--- src/rtl/seven_seg_scanner_if.sv ---
// Host-side bundle for the seven-segment scanner: capture strobe and data in, status and pad drives out.
// The scanner takes the slave view; whoever loads values takes the master view.
interface seven_seg_scanner_if;
    logic [15:0] value;
    logic [3:0]  dp;
    logic        load;
    logic        ready;
    logic        frame_done;
    logic [3:0]  io_sel;
    logic [7:0]  io_seg;

    modport master (
        output value, dp, load,
        input  ready, frame_done, io_sel, io_seg
    );

    modport slave (
        input  value, dp, load,
        output ready, frame_done, io_sel, io_seg
    );
endinterface

--- src/rtl/seven_seg_scanner.sv ---
// Four-digit multiplexed 7-seg driver, outputs registered (1 cycle); load never stalls, last load wins, swap only at frame end.
// Optional LEADING_ZERO_BLANK_EN blanks leading-zero digits 3..1.
module seven_seg_scanner #(
    parameter int SCAN_DIV     = 50000,
    parameter int BLANK_CYCLES = 500
) (
    input  logic               clk,
    input  logic               rst,
    seven_seg_scanner_if.slave bus
);
    localparam int             CW        = $clog2(SCAN_DIV);
    localparam logic [CW-1:0]  CNT_MAX   = CW'(SCAN_DIV - 1);
    localparam logic [CW-1:0]  BLANK_LIM = CW'(BLANK_CYCLES);

    logic [CW-1:0] cnt;
    logic [1:0]    idx;
    logic [15:0]   disp_val;
    logic [3:0]    disp_dp;
    logic [15:0]   pend_val;
    logic [3:0]    pend_dp;
    logic          pend_vld;
    logic [3:0]    sel_q;
    logic [7:0]    seg_q;
    logic          fd_q;

    logic          slot_end;
    logic          frame_end;
    logic [3:0]    nib;
    logic [7:0]    seg_next;

    function automatic logic [6:0] hex_seg(input logic [3:0] n);
        case (n)
            4'h0: hex_seg = 7'h40;
            4'h1: hex_seg = 7'h79;
            4'h2: hex_seg = 7'h24;
            4'h3: hex_seg = 7'h30;
            4'h4: hex_seg = 7'h19;
            4'h5: hex_seg = 7'h12;
            4'h6: hex_seg = 7'h02;
            4'h7: hex_seg = 7'h78;
            4'h8: hex_seg = 7'h00;
            4'h9: hex_seg = 7'h10;
            4'hA: hex_seg = 7'h08;
            4'hB: hex_seg = 7'h03;
            4'hC: hex_seg = 7'h46;
            4'hD: hex_seg = 7'h21;
            4'hE: hex_seg = 7'h06;
            default: hex_seg = 7'h0E;
        endcase
    endfunction

    assign slot_end  = (cnt == CNT_MAX);
    assign frame_end = slot_end && (idx == 2'd3);

    always_comb begin
        nib      = disp_val[{idx, 2'b00} +: 4];
        seg_next = {~disp_dp[idx], hex_seg(nib)};
`ifdef LEADING_ZERO_BLANK_EN
        // A digit is a leading zero only if it and every digit to its left are zero.
        if (idx != 2'd0 && (disp_val >> {idx, 2'b00}) == 16'h0000 && !disp_dp[idx])
            seg_next = 8'hFF;
`endif
    end

    always_ff @(posedge clk) begin
        if (rst) begin
            cnt      <= '0;
            idx      <= 2'd0;
            disp_val <= 16'h0000;
            disp_dp  <= 4'h0;
            pend_val <= 16'h0000;
            pend_dp  <= 4'h0;
            pend_vld <= 1'b0;
            sel_q    <= 4'hF;
            seg_q    <= 8'hFF;
            fd_q     <= 1'b0;
        end else begin
            if (slot_end) begin
                cnt <= '0;
                idx <= idx + 2'd1;
            end else begin
                cnt <= cnt + CW'(1);
            end

            // The older pending value goes live at the boundary even if a new load lands in the same cycle.
            if (frame_end && pend_vld) begin
                disp_val <= pend_val;
                disp_dp  <= pend_dp;
            end
            if (bus.load) begin
                pend_val <= bus.value;
                pend_dp  <= bus.dp;
                pend_vld <= 1'b1;
            end else if (frame_end) begin
                pend_vld <= 1'b0;
            end

            sel_q <= (cnt < BLANK_LIM) ? 4'hF : ~(4'b0001 << idx);
            seg_q <= seg_next;
            fd_q  <= frame_end;
        end
    end

    assign bus.ready      = ~pend_vld;
    assign bus.frame_done = fd_q;
    assign bus.io_sel     = sel_q;
    assign bus.io_seg     = seg_q;
endmodule

--- src/flat_wrapper.sv ---
// flat-port wrapper written by rule: the top's interface ports become plain ports
module seven_seg_scanner_flat 
#(
    parameter int SCAN_DIV     = 50000,
    parameter int BLANK_CYCLES = 500
)
  (clk, rst, bus_value, bus_dp, bus_load, bus_ready, bus_frame_done, bus_io_sel, bus_io_seg);
  seven_seg_scanner_if bus_i ();
  input  logic clk;
  input  logic rst;
  input wire logic [$bits(bus_i.value)-1:0] bus_value;
  input wire logic [$bits(bus_i.dp)-1:0] bus_dp;
  input wire logic [$bits(bus_i.load)-1:0] bus_load;
  output wire logic [$bits(bus_i.ready)-1:0] bus_ready;
  output wire logic [$bits(bus_i.frame_done)-1:0] bus_frame_done;
  output wire logic [$bits(bus_i.io_sel)-1:0] bus_io_sel;
  output wire logic [$bits(bus_i.io_seg)-1:0] bus_io_seg;
  assign bus_i.value = bus_value;
  assign bus_i.dp = bus_dp;
  assign bus_i.load = bus_load;
  assign bus_ready = bus_i.ready;
  assign bus_frame_done = bus_i.frame_done;
  assign bus_io_sel = bus_i.io_sel;
  assign bus_io_seg = bus_i.io_seg;
  seven_seg_scanner #(.SCAN_DIV(SCAN_DIV), .BLANK_CYCLES(BLANK_CYCLES)) u_core (.clk(clk), .rst(rst), .bus(bus_i));
endmodule
--- config.mk ---
export PLATFORM = sky130hd
export DESIGN_NAME = seven_seg_scanner_flat
export DESIGN_NICKNAME = d
export VERILOG_FILES = /design/src/rtl/seven_seg_scanner_if.sv /design/src/rtl/seven_seg_scanner.sv /design/src/flat_wrapper.sv
export SDC_FILE = /design/constraint.sdc
export NUM_CORES = 1
export LEC_CHECK = 0
export ABC_CLOCK_PERIOD_IN_PS = 2200
export BUFFER_PORTS_ARGS = -buffer_cell sky130_fd_sc_hd__buf_2
export CAP_MARGIN = 30
export CORE_ASPECT_RATIO = 0.5
export CORE_MARGIN = 3
export CORE_UTILIZATION = 57
export CTS_CLUSTER_SIZE = 25
export DETAILED_ROUTE_END_ITERATION = 8
export PLACE_DENSITY = 0.78
export SETUP_SLACK_MARGIN = 0.15
export SYNTH_ARGS = -nofsm -noshare
export SYNTH_HDL_FRONTEND = slang
export SYNTH_SLANG_ARGS = --single-unit
--- constraint.sdc ---
create_clock -name clk -period 2.2 [get_ports clk]
set_input_delay 0.33 -clock clk [delete_from_list [all_inputs] [get_ports clk]]
set_output_delay 0.33 -clock clk [all_outputs]
set_load 0.01 [all_outputs]
==> impl_results.md <==
* Source of the worst hold timing path: bus_value[9]
* Total gr overflow at 0
* Synth top cells by count: 72 x dfxtp_1, 35 x nor2_1, 27 x a21oi_1
* Cells traversed along the worst timing path: mux4_1 -> ha_1 -> mux2_4 -> nand2_2 -> o211ai_2
* Most frequently used flop master after synthesis: dfxtp_1
* Post-CTS Setup Bufs at 0
* R2r endpoint: u_core.bus.io_seg[5]
* Number of synthesized register bits at 72
* Total number of placement rows at 18
* Hold slack final at about 0.21 ns
* HPWL after detailed placement at approximately 4400 um
* Fraction of power consumed by the clock network at 0.426
* First-pass iteration count of the detailed router at 4
* Part of the cycle the worst path needs at 0.8535
* Hold-fix buffer count after cts at 0
* Relative slew slack at 0.5890
* Hold Path Stages at 3
* Post-synth top area cell: dfxtp_1
* Port buffer count at 36
* Gp weighted congestion at 0.8927
* Floorplan core area at about 5000 sq um
* Final hold violations at 0
* Number of enable flip-flop cells after synthesis at 0
* Final layout net count at a little under 400
* Hold Path End: u_core.pend_val[9]
* Worst Path Required at around 2.4 ns
* Element type at the critical path start: flop
* Post-synth ARST share at 0
* Top-area cell type share of the netlist area at 0.4725
* Synth top area cells: dfxtp_1 47%, mux2i_1 6.9%, ha_1 4.5%
* Starting density of the core at 0.6047
* Worst reg2reg path depth at 5
* Beginning of the worst register-to-register path: u_core.idx[0]
* Pin count of the biggest net entering global routing at 45
* Share of final-layout standard cells stronger than drive strength 1 at 0.1854
* Level count of the clock H-tree at 3
* CTS tree: done
* Fraction of power consumed by combinational cells at 0.042
* Clock sinks at 72
* Average size of a mapped cell at roughly 9.5 sq um
* Leak Pwr at between 1 and 1.5 nW
* Root buffer selected by CTS: clkbuf_8
* Number of instances resized during post-cts repair at 0
* Setup Viol. Count Final at 0
* Longest Clk Path Bufs at 2
* Layout Skew at ~0.010 ns
* Outcome: completed
* Die area at 6319 sq um
* Worst hold path class: input port to flop
* Cell area after technology mapping at between 3000 and 4000 sq um
* P_int at 0.001974 W
* Clk pin slew, worst setup/hold paths at 0.08 ns
* Part of the power in registers at 0.532
* First-pass GRT wire length at around 11000 um
* Num ports at 37
* Worst IR drop on VDD at between 0.0005 and 0.0006 V
* RSZ-0062 raised after global routing: no
* Worst Path Max Fanout at 6
* Slew Limit Fails at 0
* Mean routed wirelength per cell at between 15 and 20 um
* Leading cell type by number of instances after synthesis: dfxtp_1
* Setup Crit Path Kind: flop to flop
* Count of unique library cells instantiated by Yosys at 44
* Kind of end point of the critical path: flop
* Data arrival at the endpoint of the critical path at approximately 2.1 ns
* Setup total negative slack at 0 ns
* PwrDens at approximately 740 nW/um^2
* # diodes at 0
* CP max-delay cell: mux4_1
* Die Y-Extent at ~58 um
* Switching part of the total at 0.2256
* Measured slew at the worst slew-check pin at ~0.62 ns
* Mean number of vias per cell at 5.657
* Post-synthesis sequential area ratio at 0.4725
* Total GRT Usage at 0.2267
* Synthesized netlist cell count at between 300 and 400
* Maximum Capacitance Violations at 0
* Clock latency of the later-clocked register in the worst-skew pair at between 0.3 and 0.4 ns
* Delay of the slowest cell on the worst path at 0.67 ns
* Total of warnings raised by yosys at 0
* Switching power total at ~0.00058 W
* Post-layout utilization of the core at 0.6860
* Clock buffers created by TritonCTS at 9
* Shortest clock period the worst path allows after layout at between 1.5 and 2 ns
* Final-layout fill cell count at between 400 and 500
* Final routed wirelength across all metal layers at 6403 um
* DR vias at roughly 2400
* Number of nets produced by synthesis at around 360
* Drt initial violations at 150
* Antenna Nets Post-Route at 0
* Remaining routing DRC violations at 0
* Horiz. Die Dim at 109.5 um
* Timing-limited maximum frequency at 0.5325 GHz
* Initial antenna violation count at 0
* Synthesis-to-finish area growth at 13.45%
* Vias in the first global route at about 2300
* Register-to-register setup slack at 0.32 ns
==> cell type report <==
cell class,instances,area (sq um),area share
multi-input combinational,218,1470,0.4248
sequential,72,1441,0.4165
timing repair buffer,42,225.2,0.06508
clock buffer,12,155.1,0.04483
tap,70,87.58,0.02531
clock inverter,4,51.30,0.01482
inverter,8,30.03,0.008677
==> layer usage <==
layer,wire (um),vias up,share of wire,global-route usage
met2,3024,48,0.47,0.3695
met5,0,-,0,0
met3,284,9,0.044,0.07453
met1,3009,1165,0.47,0.2841
li1,-,1188,-,-
met4,85,0,0.013,0.08348
==> placed cells by master, fill, tap and decap left out, drive strengths merged, types with 7 or more instances in the layout <==
master / Yosys / layout
clkbuf: 13 / 12
nor2: 35 / 35
mux2i: 21 / 21
dfxtp: 72 / 72
nand2: 18 / 18
nand3: 27 / 27
buf: 10 / 42
a21oi: 27 / 27
xnor2: 7 / 7
ha: 11 / 11
inv: 8 / 9
o21ai: 22 / 22
==> power by group through the flow <==
stage | Combinational [W] | Clock, W | Sequential, W
floorplan | 0.0000686 | 0 | 0.00138
global placement | 0.000103 | 0 | 0.00138
detailed placement | 0.000108 | 0 | 0.00139
CTS | 0.000108 | 0.00110 | 0.00136
global route | 0.000121 | 0.00118 | 0.00136
finish | 0.000107 | 0.00109 | 0.00136
==> logic make-up after synthesis <==
family          synth area share
compound gates            0.1161
simple gates              0.1694
mux                       0.1169
buf+inv                  0.04553
flops                     0.4725
fa+ha+maj                0.04512
xor+xnor                 0.03445
==> state kept, by name, indices dropped and copies added (netlist names) <==
name,cells
u_core.bus.io_sel,4
u_core.cnt,16
u_core.bus.io_seg,8
u_core.bus.frame_done,1
u_core.pend_vld,1
u_core.disp_dp,4
u_core.pend_val,16
u_core.idx,2
u_core.disp_val,16
u_core.pend_dp,4
==> worst max-delay path, delay by kind of cell, from the launching register on <==
kind                       cells  cell delay, ns
and+or+nand+nor                1            0.07
muxes                          2            0.95
DFF                            1            0.34
adders and majority gates      1            0.30
AOI/OAI and AO/OA              1            0.08
==> how the worst max path moves through the flow <==
| stage | from | endpoint | slack (ns) | cells after the start |
|---|---|---|---|---|
| 2_1_floorplan | u_core.idx[1] | u_core.bus.io_seg[5] | 0.25 | 6 |
| 3_3_place_gp | u_core.idx[0] | u_core.bus.io_seg[6] | 0.39 | 5 |
| 3_5_place_dp | u_core.idx[0] | u_core.bus.io_seg[6] | 0.34 | 5 |
| 4_1_cts | u_core.idx[0] | u_core.bus.io_seg[5] | 0.32 | 5 |
| 5_1_grt | u_core.idx[0] | u_core.bus.io_seg[6] | 0.22 | 5 |
| 6_report | u_core.idx[0] | u_core.bus.io_seg[5] | 0.32 | 5 |
==> metrics by stage <==
step           total power, W  instances  cell area (sq um)  worst slack (ns)
6_report             0.002549        426               3461            0.3222
5_1_grt              0.002663        426               3461            0.2197
3_3_place_gp         0.001487        410               3254            0.3896
3_5_place_dp         0.001493        410               3254            0.3355
2_1_floorplan        0.001451        321               3050            0.2492
4_1_cts              0.002567        426               3461            0.3218
No activity file was read; power rests on OpenSTA's default activity.
